**src/rtl/toggle_bank.sv**
```systemverilog
// toggle_bank: a bank of independent push-on/push-off channels.
// Each raw switch is synchronized and debounced. The debounced level drives
// a toggle register q: every qualified press (a rising update event) inverts
// q[i] and raises a one-cycle tog_pulse[i]. A per-channel clr forces q[i] to 0.
// Build option: define TOGGLE_BANK_DEBOUNCE_EN to include the debounce
// counters. Without it, any change of the synchronized level is taken at the
// next edge and DB_CYCLES has no effect.
module toggle_bank #(
    parameter int WIDTH     = 4,
    parameter int DB_CYCLES = 4
) (
    input  logic             clk,
    input  logic             rst,
    input  logic [WIDTH-1:0] sw,
    input  logic [WIDTH-1:0] clr,
    output logic [WIDTH-1:0] q,
    output logic [WIDTH-1:0] tog_pulse,
    output logic             any_on
);

    logic [WIDTH-1:0] sync1_q, sync1_d;
    logic [WIDTH-1:0] sync_q,  sync_d;
    logic [WIDTH-1:0] stab_q,  stab_d;
    logic [WIDTH-1:0] q_q,     q_d;
    logic [WIDTH-1:0] pulse_q, pulse_d;
    logic [WIDTH-1:0] upd_s;
    logic [WIDTH-1:0] rise_s;

    // Two-stage synchronizer inputs: stage 1 samples the raw switch.
    always_comb begin
        sync1_d = sw;
        sync_d  = sync1_q;
    end

`ifdef TOGGLE_BANK_DEBOUNCE_EN
    localparam int CW = $clog2(DB_CYCLES);
    localparam logic [CW-1:0] CNT_MAX = CW'(DB_CYCLES - 1);

    logic [WIDTH-1:0][CW-1:0] cnt_q, cnt_d;

    // Debounce: a level differing from stab must persist DB_CYCLES cycles.
    always_comb begin
        cnt_d  = cnt_q;
        stab_d = stab_q;
        upd_s  = '0;
        for (int i = 0; i < WIDTH; i++) begin
            if (sync_q[i] == stab_q[i]) begin
                cnt_d[i] = '0;
            end else if (cnt_q[i] == CNT_MAX) begin
                upd_s[i]  = 1'b1;
                stab_d[i] = sync_q[i];
                cnt_d[i]  = '0;
            end else begin
                cnt_d[i] = cnt_q[i] + CW'(1);
            end
        end
    end

    // Debounce counter register; cleared only by reset.
    always_ff @(posedge clk or posedge rst) begin
        if (rst) begin
            cnt_q <= '0;
        end else begin
            cnt_q <= cnt_d;
        end
    end
`else
    // No debounce: every mismatch between sync and stab is an update event.
    always_comb begin
        upd_s  = sync_q ^ stab_q;
        stab_d = sync_q;
    end
`endif

    // Toggle and strobe: a rising event flips q, clr wins over the flip.
    always_comb begin
        rise_s  = upd_s & stab_d;
        q_d     = q_q;
        pulse_d = '0;
        for (int i = 0; i < WIDTH; i++) begin
            if (clr[i]) begin
                q_d[i]     = 1'b0;
                pulse_d[i] = 1'b0;
            end else if (rise_s[i]) begin
                q_d[i]     = ~q_q[i];
                pulse_d[i] = 1'b1;
            end else begin
                q_d[i]     = q_q[i];
                pulse_d[i] = 1'b0;
            end
        end
    end

    // Channel state registers: synchronizer, debounced level, toggle, strobe.
    always_ff @(posedge clk or posedge rst) begin
        if (rst) begin
            sync1_q <= '0;
            sync_q  <= '0;
            stab_q  <= '0;
            q_q     <= '0;
            pulse_q <= '0;
        end else begin
            sync1_q <= sync1_d;
            sync_q  <= sync_d;
            stab_q  <= stab_d;
            q_q     <= q_d;
            pulse_q <= pulse_d;
        end
    end

    assign q         = q_q;
    assign tog_pulse = pulse_q;
    assign any_on    = |q_q;

endmodule
```
**config.mk**
```make
export PLATFORM = sky130hd
export DESIGN_NAME = toggle_bank
export DESIGN_NICKNAME = d
export VERILOG_FILES = /design/src/rtl/toggle_bank.sv
export SDC_FILE = /design/constraint.sdc
export NUM_CORES = 1
export LEC_CHECK = 0
export CAP_MARGIN = 40
export CORE_AREA = 4 4 41 43
export DETAILED_ROUTE_END_ITERATION = 10
export DIE_AREA = 0 0 45 47
export DONT_BUFFER_PORTS = 1
export PLACE_DENSITY_LB_ADDON = 0.12
export SYNTH_ARGS = -nofsm -noshare
export SYNTH_HDL_FRONTEND = slang
export SYNTH_SLANG_ARGS = --single-unit
```
**constraint.sdc**
```tcl
create_clock -name clk -period 1.4 [get_ports clk]
set_input_delay 0.28 -clock clk [delete_from_list [all_inputs] [get_ports clk]]
set_output_delay 0.28 -clock clk [all_outputs]
set_load 0.02 [all_outputs]
```
==> summary.md, run 1 <==
| Metric | Value |
|---|---|
| Overall routed net length | 983 µm |
| Number of design-rule violations left by the first detailed-router iteration | 3 |
| Vert. Die Dim | 47 µm |
| Minimum clock period | approximately 1.5 ns |
| Worst setup slack after layout | -0.148 ns |
| Via count of the first global-routing pass | 382 |
| Path class of the lowest-slack min-delay path | in2reg |
| Worst setup skew after layout | just under 0.006 ns |
| Number of distinct library cells after synthesis | 7 |
| Switching pwr | around 0.24 mW |
| Floorplan die area | between 2000 and 2500 µm² |
| Clock Tree Root | clkbuf_4 |
| Diodes inserted | 0 |
| Clock insertion delay at the later pin of the skew report | approximately 0.29 ns |
| Count of TritonRoute iterations in the first routing pass | 2 |
| Port-buffer cells | 0 |
| Total buffers and inverters traversed by the critical path | 0 |
| Starting utilization of the core area | around half |
| Total core area | approximately 1300 µm² |
| First-pass GRT wire length | roughly 1.6 mm |
| Number of clock sinks | 20 |
| Internal | around 0.95 mW |
| Syn Area/Cell | 15.5 µm² |
| Instance area after placement | just over 700 µm² |
| Transition time at the pin with the least slew margin | roughly 0.24 ns |
| Share of post-route cells with drive strength above 1 | roughly 28% |
| Portion of total power attributed to the clock network | roughly 39% |
| I/O pin count | 19 |
| Worst max-slew margin expressed relative to the limit | 84.3% |
| Run status | complete, but fails checks |
| Leakage power of the design | about 0.39 nW |
| CTS tree | done |
| Total CTS buffers | 3 |
| Setup slack of the worst register-to-register path | about 0.24 ns |
| Count of nets left with antenna violations after detail routing | 0 |
| Final Max Slew Viols | 0 |
| Chip width | approximately 45 µm |
| Fill cells | between 90 and 100 |
| Maximum fanout along the worst path | 2 |
| Overall fraction of global-route tracks in use | ~12% |
| Count of synthesis-stage warnings from yosys | 0 |
| HPWL reported at the end of detailed placement | 712 µm |
| Number of vias after detailed routing | roughly 340 |
| Layout Area Growth over Synthesis | 27.7% |
| Remaining DRCs | 0 |
| Critical path class | reg2out |
| Post-synthesis cell area | around 650 µm² |
| Final routed wire length divided by cell count | 13.5 µm |
| CTS clock-pin slew for the worst setup and hold paths | around 0.11 ns |
| Count of nets after finishing | 69 |
| Crit path max-delay cell type | or4_4 |
| Req. time, crit path | approximately 1.1 ns |
| Number of antenna violations at the first check in global routing | 0 |
| RSZ-0062 raised after global routing | yes |
| Critical path arrival | 1.27 ns |
| Synthesized Nets | 52 |
| Drt via density | ~4.7 |
| Fraction of power consumed by combinational cells | slightly below 9% |
| MaxCap Viol Count | 0 |
| Kind of launch point of the worst setup path | flip-flop |
| Finished layout cell area | between 800 and 900 µm² |
| Post-synthesis cell count | 42 |
| Worst vdd ir | ~1.4 mV |
| Violations in the final reports | setup timing |
| Largest net degree at the start of global routing | 21 |
| Category of the worst setup path capture point | output port |
| Proportion of synthesized chip area in sequential cells | ~77% |
| Fmax | 646 MHz |
| Area occupied by multi-input gates | between 100 and 150 µm² |
| Power density of the placed cells | between 1000 and 1500 nW/µm² |
| Ordered cell list for the critical path | or4_4 |
| Kind of cell with the highest combined delay on the critical path | simple AND/OR/NAND/NOR gates |
| Number of endpoints failing setup at the final stage | 1 |
| Power share of the sequential group | around 53% |
| Smallest hold slack | between 0.04 and 0.05 ns |
| Delay contributed by the slowest stage of the critical path | around 0.58 ns |
| Minimum setup slack after placement | between 0.1 and 0.15 ns |
| Fin. Hold Viols | 0 |
| Share of total power consumed by net switching | between 10% and 20% |
| Synth Register Bits | 20 |
| Sequential standard cell area | 500 µm² |
| Global route total overflow | 0 |
| Row Count | 13 |
| Maximum count of clock buffers along a single path | 2 |
| Final period util | 111% |
| Final Wtd Congestion | ~0.65 |
| Number of levels in the clock H-tree | 1 |
-- cell type report --
type | count | area share [%]
Sequential cell | 20 | 60.3
Clock buffer | 3 | 2.71
Multi-Input combinational cell | 21 | 17.9
Tap cell | 15 | 2.26
Clock inverter | 1 | 3.62
Timing Repair Buffer | 12 | 12.7
Inverter | 1 | 0.452
-- cells in the mapped netlist --
master   count  share of area, %
nor2b_1     11                11
mux2_2       4               6.9
inv_1        1              0.58
nor2b_2      1               1.3
dfrtp_1     20                77
or4_1        1               1.2
nor2_1       4               2.3
-- path summary, 6_finish.rpt --
path | depth (start not counted) | from | endpoint
hold / removal | 1 | clr[2] | tog_pulse[2]
setup reg to reg | 4 | q[1] | q[1]
hold reg to reg | 0 | sync1_q[3] | stab_d[3]
min in group asynchronous | 3 | rst | stab_d[2]
max in group asynchronous | 3 | rst | q[3]
setup / recovery | 1 | q[1] | any_on
-- state kept, by name, summed over array words and instances (netlist names) --
name,count
stab_d,4
stab_q,4
sync1_q,4
q,4
tog_pulse,4
-- worst reg2reg max path: cells and delay by family, from the launching register on --
kind	cells	cell delay, ns
and+or+nand+nor	1	0.12
DFF	1	0.39
muxes	1	0.26
buffers and inverters	2	0.28
-- layout by cell type, fill, tap and decap left out, drive strengths merged --
cell and n:
dfrtp 20, nor2b 12, dlygate4sd3 6, buf 6, nor2 4, mux2 4
clkbuf 3, or4 1, inv 1, bufinv 1
-- power groups by stage --
stage	sequential, mW	combinational [mW]	clock, mW
floorplan	0.648	0.0453	0
global placement	0.635	0.0828	0
detailed placement	0.637	0.0848	0
CTS	0.626	0.103	0.468
global route	0.631	0.114	0.512
finish	0.626	0.104	0.457
-- metal layers --
layer	global-route usage (%)	routed length, µm
met5	0	0
met4	12.3	9
met3	2.68	83
met2	20.3	539
met1	12.5	351
-- cell families after synthesis --
logic type / synth area share [%]
muxes: 6.94
buffers and inverters: 0.577
and+or+nand+nor: 15.4
DFF: 77.1
-- metrics by stage --
step,power (mW),TNS (ns),util (%),instances
after floorplan,0.693,0,-,42
after global placement,0.718,0,54.2,62
after detailed placement,0.722,0,54.2,62
after CTS,1.20,-0.162,63.0,72
after global routing,1.26,-0.214,63.7,73
final,1.19,-0.148,63.7,73
-- what timing repair did --
action,in CTS,in global routing
pin swaps,1,1
hold buffers,5,1
setup buffers,1,0
endpoints found under the setup margin,1,1
endpoints found under the hold margin,24,1
resized for setup,1,0
Note: power is estimated with default switching activity, not from simulation.
==> inputs of run 2 (changes only) <==
--- a/config.mk
+++ b/config.mk
@@ -6,10 +6,13 @@
 export NUM_CORES = 1
 export LEC_CHECK = 0
 export CAP_MARGIN = 40
-export CORE_AREA = 4 4 41 43
+export CELL_PAD_IN_SITES_DETAIL_PLACEMENT = 0
+export CELL_PAD_IN_SITES_GLOBAL_PLACEMENT = 1
+export CORE_MARGIN = 4
+export CORE_UTILIZATION = 45
 export DETAILED_ROUTE_END_ITERATION = 10
-export DIE_AREA = 0 0 45 47
 export DONT_BUFFER_PORTS = 1
+export HOLD_SLACK_MARGIN = 0.02
 export PLACE_DENSITY_LB_ADDON = 0.12
 export SYNTH_ARGS = -nofsm -noshare
 export SYNTH_HDL_FRONTEND = slang
==> run 2 against run 1 <==
  * The run still ends with setup timing left
  * Clock skew decreased by 0.0024 ns
  * Clock-buffer cell count unchanged
  * Power decreased by 18%
  * Critical path depth is the same
  * Cell count fell by 4.1%
  * Maximum frequency grew 1.6%
  * Global-route usage down 1.6 points
  * Critical path type unchanged
  * Critical endpoint unchanged
==> summary.md, run 2 (synthesis gave the netlist of run 1 again) <==
| Metric | Value |
|---|---|
| Run status | complete, but fails checks |
| Violations in the final reports | setup timing |
| Count of TritonRoute iterations in the first routing pass | 2 (unchanged) |
| Number of endpoints failing setup at the final stage | 1 (unchanged) |
| CTS tree | done |
| Count of nets after finishing | 67 (-2.9%) |
| Critical path class | reg2out |
| Vert. Die Dim | 46.0 µm (-2.2%) |
| Power density of the placed cells | 1240 nW/µm² (-13%) |
| Most frequent cells in the layout | 20 x dfrtp_1, 11 x nor2b_1, 5 x dlygate4sd3_1, 5 x buf_4 |
| Number of clock sinks | 20 (unchanged) |
| First-pass GRT wire length | 1.56 mm (-5.5%) |
| Share of post-route cells with drive strength above 1 | 25.5% (-2.1 points) |
| Path class of the lowest-slack min-delay path | in2reg |
| Via count of the first global-routing pass | 383 (+0.26%) |
| Kind of cell with the highest combined delay on the critical path | simple AND/OR/NAND/NOR gates |
| Final Wtd Congestion | 0.691 (+6.3%) |
| Transition time at the pin with the least slew margin | 0.238 ns (+0.00244 ns) |
| Number of antenna violations at the first check in global routing | 0 (unchanged) |
| Largest net degree at the start of global routing | 21 (unchanged) |
| Critical path arrival | 1.24 ns (-0.03 ns) |
| Smallest hold slack | 0.0449 ns (+0.00162 ns) |
| Delay contributed by the slowest stage of the critical path | 0.58 ns (about the same) |
| I/O pin count | 19 (unchanged) |
| PnR Total Power | 0.968 mW (-18%) |
| Minimum clock period | 1.52 ns (-0.0248 ns) |
| Kind of launch point of the worst setup path | flip-flop |
| Overall routed net length | 902 µm (-8.2%) |
| Final TNS setup | -0.123 ns (+0.0248 ns) |
| Ordered cell list for the critical path | or4_4 |
| Total CTS buffers | 3 (unchanged) |
| Drt via density | 4.94 (+4.9%) |
| Worst vdd ir | 0.695 mV (-49%) |
| Floorplan die area | 2110 µm² (about the same) |
| Row Count | 13 (unchanged) |
| Fill cells | 114 (+19%) |
| Clock insertion delay at the later pin of the skew report | 0.28 ns (about the same) |
| Fraction of power consumed by combinational cells | 10.1% (+1.4 points) |
| Category of the worst setup path capture point | output port |
| Diodes inserted | 0 (unchanged) |
| Share of total power consumed by net switching | 21.9% (+2.0 points) |
| Post-CTS setup-driven buffer insertion count | 0 (-1) |
| MaxCap Viol Count | 0 (unchanged) |
| Req. time, crit path | 1.12 ns (about the same) |
| Switching pwr | 0.212 mW (-10%) |
| Remaining DRCs | 0 (unchanged) |
| Total buffers and inverters traversed by the critical path | 0 (unchanged) |
| Global route total overflow | 0 (unchanged) |
| Chip width | 46.0 µm (+2.2%) |
| Overall fraction of global-route tracks in use | 10.7% (-1.6 points) |
| Starting utilization of the core area | 48.7% (-1.2 points) |
| Maximum fanout along the worst path | 2 (unchanged) |
| Fin. Hold Viols | 0 (unchanged) |
| Total core area | 1330 µm² (+2.5%) |
| Number of levels in the clock H-tree | 1 (unchanged) |
| Utilization after layout | 58.6% (-5.1 points) |
| Minimum setup slack after placement | 0.120 ns (+0.0106 ns) |
| Final period util | 109% (-1.8 points) |
| CTS clock-pin slew for the worst setup and hold paths | 0.10 ns (about the same) |
| Number of vias after detailed routing | 346 (+0.58%) |
| Internal | 0.756 mW (-20%) |
| Leakage power of the design | 0.370 nW (-6.0%) |
| Final routed wire length divided by cell count | 12.9 µm (-4.3%) |
| Clock Tree Root | clkbuf_4 |
| Worst setup skew after layout | 0.00349 ns (-0.00241 ns) |
| Commonest non-fill, non-tap cell in the layout | dfrtp_1 |
| Maximum count of clock buffers along a single path | 2 (unchanged) |
| Port-buffer cells | 0 (unchanged) |
| Power share of the sequential group | 64.6% (+12 points) |
| Final Max Slew Viols | 0 (unchanged) |
| Layout Area Growth over Synthesis | 20.4% |
| RSZ-0062 raised after global routing | yes |
| HPWL reported at the end of detailed placement | 666 µm (-6.4%) |
| Portion of total power attributed to the clock network | 25.3% (-13 points) |
| Worst setup slack after layout | -0.123 ns (+0.0248 ns) |
| Crit path max-delay cell type | or4_4 |
| Fmax | 656 MHz (+1.6%) |
| Number of design-rule violations left by the first detailed-router iteration | 1 (-2) |
| Count of nets left with antenna violations after detail routing | 0 (unchanged) |
| Worst max-slew margin expressed relative to the limit | 84.1% (-0.16 points) |
==> run 2: power groups by stage <==
stage                     Sequential (mW)  Clock (mW)  Combinational [mW]
after global routing                0.629       0.285               0.109
after global placement              0.635           0              0.0832
after detailed placement            0.637           0              0.0846
after CTS                           0.626       0.260              0.0995
final                               0.625       0.245              0.0976
after floorplan                     0.648           0              0.0453
==> run 2: final timing paths <==
| path | from | to | slack [ns] | cells past startpoint |
|---|---|---|---|---|
| worst max-delay path | q[0] | any_on | -0.12 | 1 |
| worst max register to register | q[1] | q[1] | 0.34 | 3 |
| min in group asynchronous | rst | sync1_q[3] | 0.45 | 3 |
| max in group asynchronous | rst | stab_q[0] | 0.75 | 3 |
| worst min register to register | sync1_q[3] | stab_d[3] | 0.36 | 0 |
| worst min-delay path | clr[2] | tog_pulse[2] | 0.04 | 1 |
==> run 2: layout make-up <==
type | count | area [µm²] | area share, %
Inverter | 1 | 3.75 | 0.480
Timing Repair Buffer | 10 | 87.6 | 11.2
Multi-Input combinational cell | 21 | 149 | 19.0
Tap cell | 15 | 18.8 | 2.40
Clock buffer | 3 | 22.5 | 2.88
Sequential cell | 20 | 500 | 64.0
==> run 2: timing repair <==
item / 4_1_cts / 5_1_grt
pin swaps: 1 / 0
hold buffers: 5 / 0
endpoints found under the hold margin: 24 / 0
endpoints found under the setup margin: 1 / 1
resized for setup: 1 / 0
==> run 2: through the flow <==
stage                     std cells  instance area (µm²)
after global routing             70                  782
after floorplan                  42                  649
after detailed placement         62                  706
after CTS                        70                  782
after global placement           62                  706
final                            70                  782
==> run 2: layer usage <==
metal	wire [µm]	part of all wire [%]	vias to the layer above	GRT usage, %
met5	0	0	-	0
met4	0	0	0	6.82
met3	92	10	0	3.16
met2	451	50	16	16.2
met1	359	40	170	13.1
li1	-	-	160	-
==> inputs of run 3 (changes only) <==
--- a/config.mk
+++ b/config.mk
@@ -5,11 +5,12 @@
 export SDC_FILE = /design/constraint.sdc
 export NUM_CORES = 1
 export LEC_CHECK = 0
+export ABC_AREA = 1
 export CAP_MARGIN = 40
 export CELL_PAD_IN_SITES_DETAIL_PLACEMENT = 0
 export CELL_PAD_IN_SITES_GLOBAL_PLACEMENT = 1
 export CORE_MARGIN = 4
-export CORE_UTILIZATION = 45
+export CORE_UTILIZATION = 43
 export DETAILED_ROUTE_END_ITERATION = 10
 export DONT_BUFFER_PORTS = 1
 export HOLD_SLACK_MARGIN = 0.02
==> run 3 against run 2 <==
  * The run now ends clean
  * Clock power is 32% higher
  * Cell count grew 21%
  * Sequential share of layout area fell by 1.3 points
  * Sequential power increased by 3%
  * Maximum frequency increased by 15%
  * Clock skew fell by 0.00075 ns
  * Critical path type unchanged
==> summary.md, run 3 <==
| Metric | Value |
|---|---|
| Run status | complete, no violations |
| Critical path class | reg2out |
| Most area-hungry cell type in the Yosys netlist | dfrtp_1 |
| Global route total overflow | 0 (unchanged) |
| Chip width | 46.8 µm (+1.7%) |
| Most frequent cells in the layout | 16 x dfrtp_1, 10 x nor2_1, 9 x inv_1, 9 x dlygate4sd3_1, 8 x nand2_1 |
| Final TNS setup | 0 ns (+0.123 ns) |
| Via count of the first global-routing pass | 386 (+0.78%) |
| Number of levels in the clock H-tree | 1 (unchanged) |
| Number of antenna violations at the first check in global routing | 0 (unchanged) |
| Final routed wire length divided by cell count | 11.7 µm (-9.2%) |
| MaxCap Viol Count | 0 (unchanged) |
| CTS tree | done |
| Minimum clock period | 1.32 ns (-0.199 ns) |
| Largest cells by area after synthesis | dfrtp_1 78%, nor2_1 5.8%, inv_1 5.2% |
| Transition time at the pin with the least slew margin | 0.241 ns (+0.00306 ns) |
| Combinational family with the most area after synthesis | simple AND/OR/NAND/NOR gates |
| Clock Tree Root | clkbuf_4 |
| Layout Area Growth over Synthesis | 24.8% |
| Total core area | 1350 µm² (+1.2%) |
| Post-synthesis cell count | 56 (+33%) |
| Overall fraction of global-route tracks in use | 10.9% (+0.17 points) |
| Main flop type after synthesis | dfrtp_1 |
| Synthesized Nets | 66 (+27%) |
| Remaining DRCs | 0 (unchanged) |
| Count of synthesis-stage warnings from yosys | 0 (unchanged) |
| I/O pin count | 19 (unchanged) |
| Worst max-slew margin expressed relative to the limit | 83.9% (-0.20 points) |
| Vert. Die Dim | 46.8 µm (+1.7%) |
| Starting utilization of the core area | 47.8% (-0.86 points) |
| Worst vdd ir | 0.529 mV (-24%) |
| Drt via density | 4.78 (-3.4%) |
| CTS clock-pin slew for the worst setup and hold paths | 0.11 ns (about the same) |
| Number of design-rule violations left by the first detailed-router iteration | 4 (+3) |
| Maximum fanout along the worst path | 4 (+2) |
| Hold Path Depth | 3 (+2) |
| Final Max Slew Viols | 0 (unchanged) |
| Path class of the lowest-slack min-delay path | in2reg |
| RSZ-0062 raised after global routing | no |
| Row Count | 13 (unchanged) |
| Synthesized-area fraction occupied by xor and xnor cells | 0% (unchanged) |
| Diodes inserted | 0 (unchanged) |
| Final period util | 94.6% (-14 points) |
| Kind of launch point of the worst setup path | flip-flop |
| Number of distinct library cells after synthesis | 6 (-1) |
| Finished layout cell area | 806 µm² (+3.0%) |
| Startpoint of the tightest hold check path | clr[0] |
| Final Wtd Congestion | 0.630 (-8.8%) |
| Worst flop-to-flop path startpoint | q[3] |
| Floorplan die area | 2190 µm² (+3.4%) |
| Leakage power of the design | 0.406 nW (+9.5%) |
| Category of the worst setup path capture point | output port |
| Syn Area/Cell | 11.5 µm² (-25%) |
| First-pass GRT wire length | 1.60 mm (+2.6%) |
| R2r worst-path depth | 2 (-1) |
| Synth Register Bits | 20 (unchanged) |
| Simple-gate portion of the synthesized area | 14.1% (-1.3 points) |
| Clock insertion delay at the later pin of the skew report | 0.29 ns (about the same) |
| Setup slack of the worst register-to-register path | 0.61 ns (+0.27 ns) |
| Commonest cells in the synthesized netlist | 20 x dfrtp_1, 10 x nor2_1, 9 x inv_1, 9 x nand2_1 |
| Number of enable flip-flop cells after synthesis | 0 (unchanged) |
| Compound-gate portion of the synthesized area | 3.10% (+3.1 points) |
| Fmax | 755 MHz (+15%) |
| Share of post-route cells with drive strength above 1 | 14.3% (-11 points) |
| Most numerous cell in the Yosys netlist | dfrtp_1 |
| Share of flip-flops with an asynchronous set or reset | 100% (unchanged) |
| Commonest non-fill, non-tap cell in the layout | dfrtp_1 |
| Count of TritonRoute iterations in the first routing pass | 4 (+2) |
| Terminus of the critical flop-to-flop path | q[3] |
| Worst setup skew after layout | 0.00273 ns (-0.000753 ns) |
| Proportion of synthesized chip area in sequential cells | 77.5% (+0.45 points) |
| Power density of the placed cells | 1290 nW/µm² (+4.1%) |
| Overall routed net length | 995 µm (+10%) |
| Multiplexer share of the synthesized area | 0% (-6.9 points) |
| HPWL reported at the end of detailed placement | 716 µm (+7.5%) |
| Number of vias after detailed routing | 406 (+17%) |
| Req. time, crit path | 1.12 ns (about the same) |
| Post-synthesis cell area | 646 µm² (-0.58%) |
| Area share of fa/ha/maj cells after synthesis | 0% (unchanged) |
| Critical path arrival | 1.04 ns (-0.20 ns) |
| Count of nets after finishing | 81 (+21%) |
| Maximum count of clock buffers along a single path | 2 (unchanged) |
| Fill cells | 106 (-7.0%) |
| Worst hold endpoint | q[0] |
| Fin. Hold Viols | 0 (unchanged) |
| Count of nets left with antenna violations after detail routing | 0 (unchanged) |
| Number of endpoints failing setup at the final stage | 0 (-1) |
| Largest net degree at the start of global routing | 21 (unchanged) |
| Total CTS buffers | 3 (unchanged) |
| Instance area after placement | 672 µm² (-4.8%) |
| Number of clock sinks | 20 (unchanged) |
| Top-area cell type share of the netlist area | 77.5% (+0.45 points) |
| Port-buffer cells | 0 (unchanged) |
==> run 3: cells by family after synthesis <==
kind of cell	count (synthesis)
compound gates	4
buf+inv	9
flops	20
simple gates	23
==> run 3: worst max-delay path by stage <==
stage | from | end
global placement | q[1] | any_on
detailed placement | q[3] | any_on
finish | q[3] | any_on
global route | q[0] | any_on
floorplan | q[0] | any_on
CTS | q[0] | any_on
==> run 3: critical path, cell delays in order, from the launching register on <==
cell,delay [ns]
dfrtp_2,0.48
nor2_1,0.15
nand2_2,0.12
==> run 3: area by class of cell <==
| class | instances | area, µm² | share of cell area (%) |
|---|---|---|---|
| repair buffers | 10 | 97.6 | 12.1 |
| clock buffers | 4 | 36.3 | 4.50 |
| multi-input cells | 27 | 114 | 14.1 |
| inverters | 9 | 33.8 | 4.19 |
| well taps | 15 | 18.8 | 2.33 |
| flip-flops and latches | 20 | 505 | 62.7 |
==> run 3: power breakdown <==
part | switching (mW) | internal [mW] | leakage (nW)
Sequential | 0.0359 | 0.608 | 0.241
Combinational | 0.0381 | 0.0329 | 0.144
Clock | 0.164 | 0.158 | 0.0210
Total | 0.238 | 0.800 | 0.406
==> run 3: layer usage <==
metal  vias up  global-route usage [%]  part of all wire (%)
met4         0                    8.29                   1.3
met1       192                    11.3                    38
met3         2                    4.60                   8.6
li1        197                       -                     -
met2        15                    17.3                    52
met5         -                       0                     0
==> run 3: timing repair <==
action | CTS | global route
gates cloned | 0 | 0
hold endpoints to repair | 24 | 4
endpoints found under the setup margin | 1 | 1
gates resized for setup | 1 | 4
hold buffers | 5 | 4
pin swaps | 0 | 0
buffers inserted | 0 | 0
==> run 3: stage by stage <==
step / hold WS (ns) / util [%] / cells / worst slack [ns] / power [mW]
2_1_floorplan: 0.244 / - / 56 / 0.403 / 0.690
3_3_place_gp: 0.199 / 49.8 / 72 / 0.355 / 0.700
3_5_place_dp: 0.210 / 49.8 / 72 / 0.340 / 0.706
4_1_cts: 0.0236 / 56.3 / 81 / 0.0128 / 1.04
5_1_grt: 0.101 / 59.7 / 85 / 0.00823 / 1.09
6_report: 0.104 / 59.7 / 85 / 0.0759 / 1.04
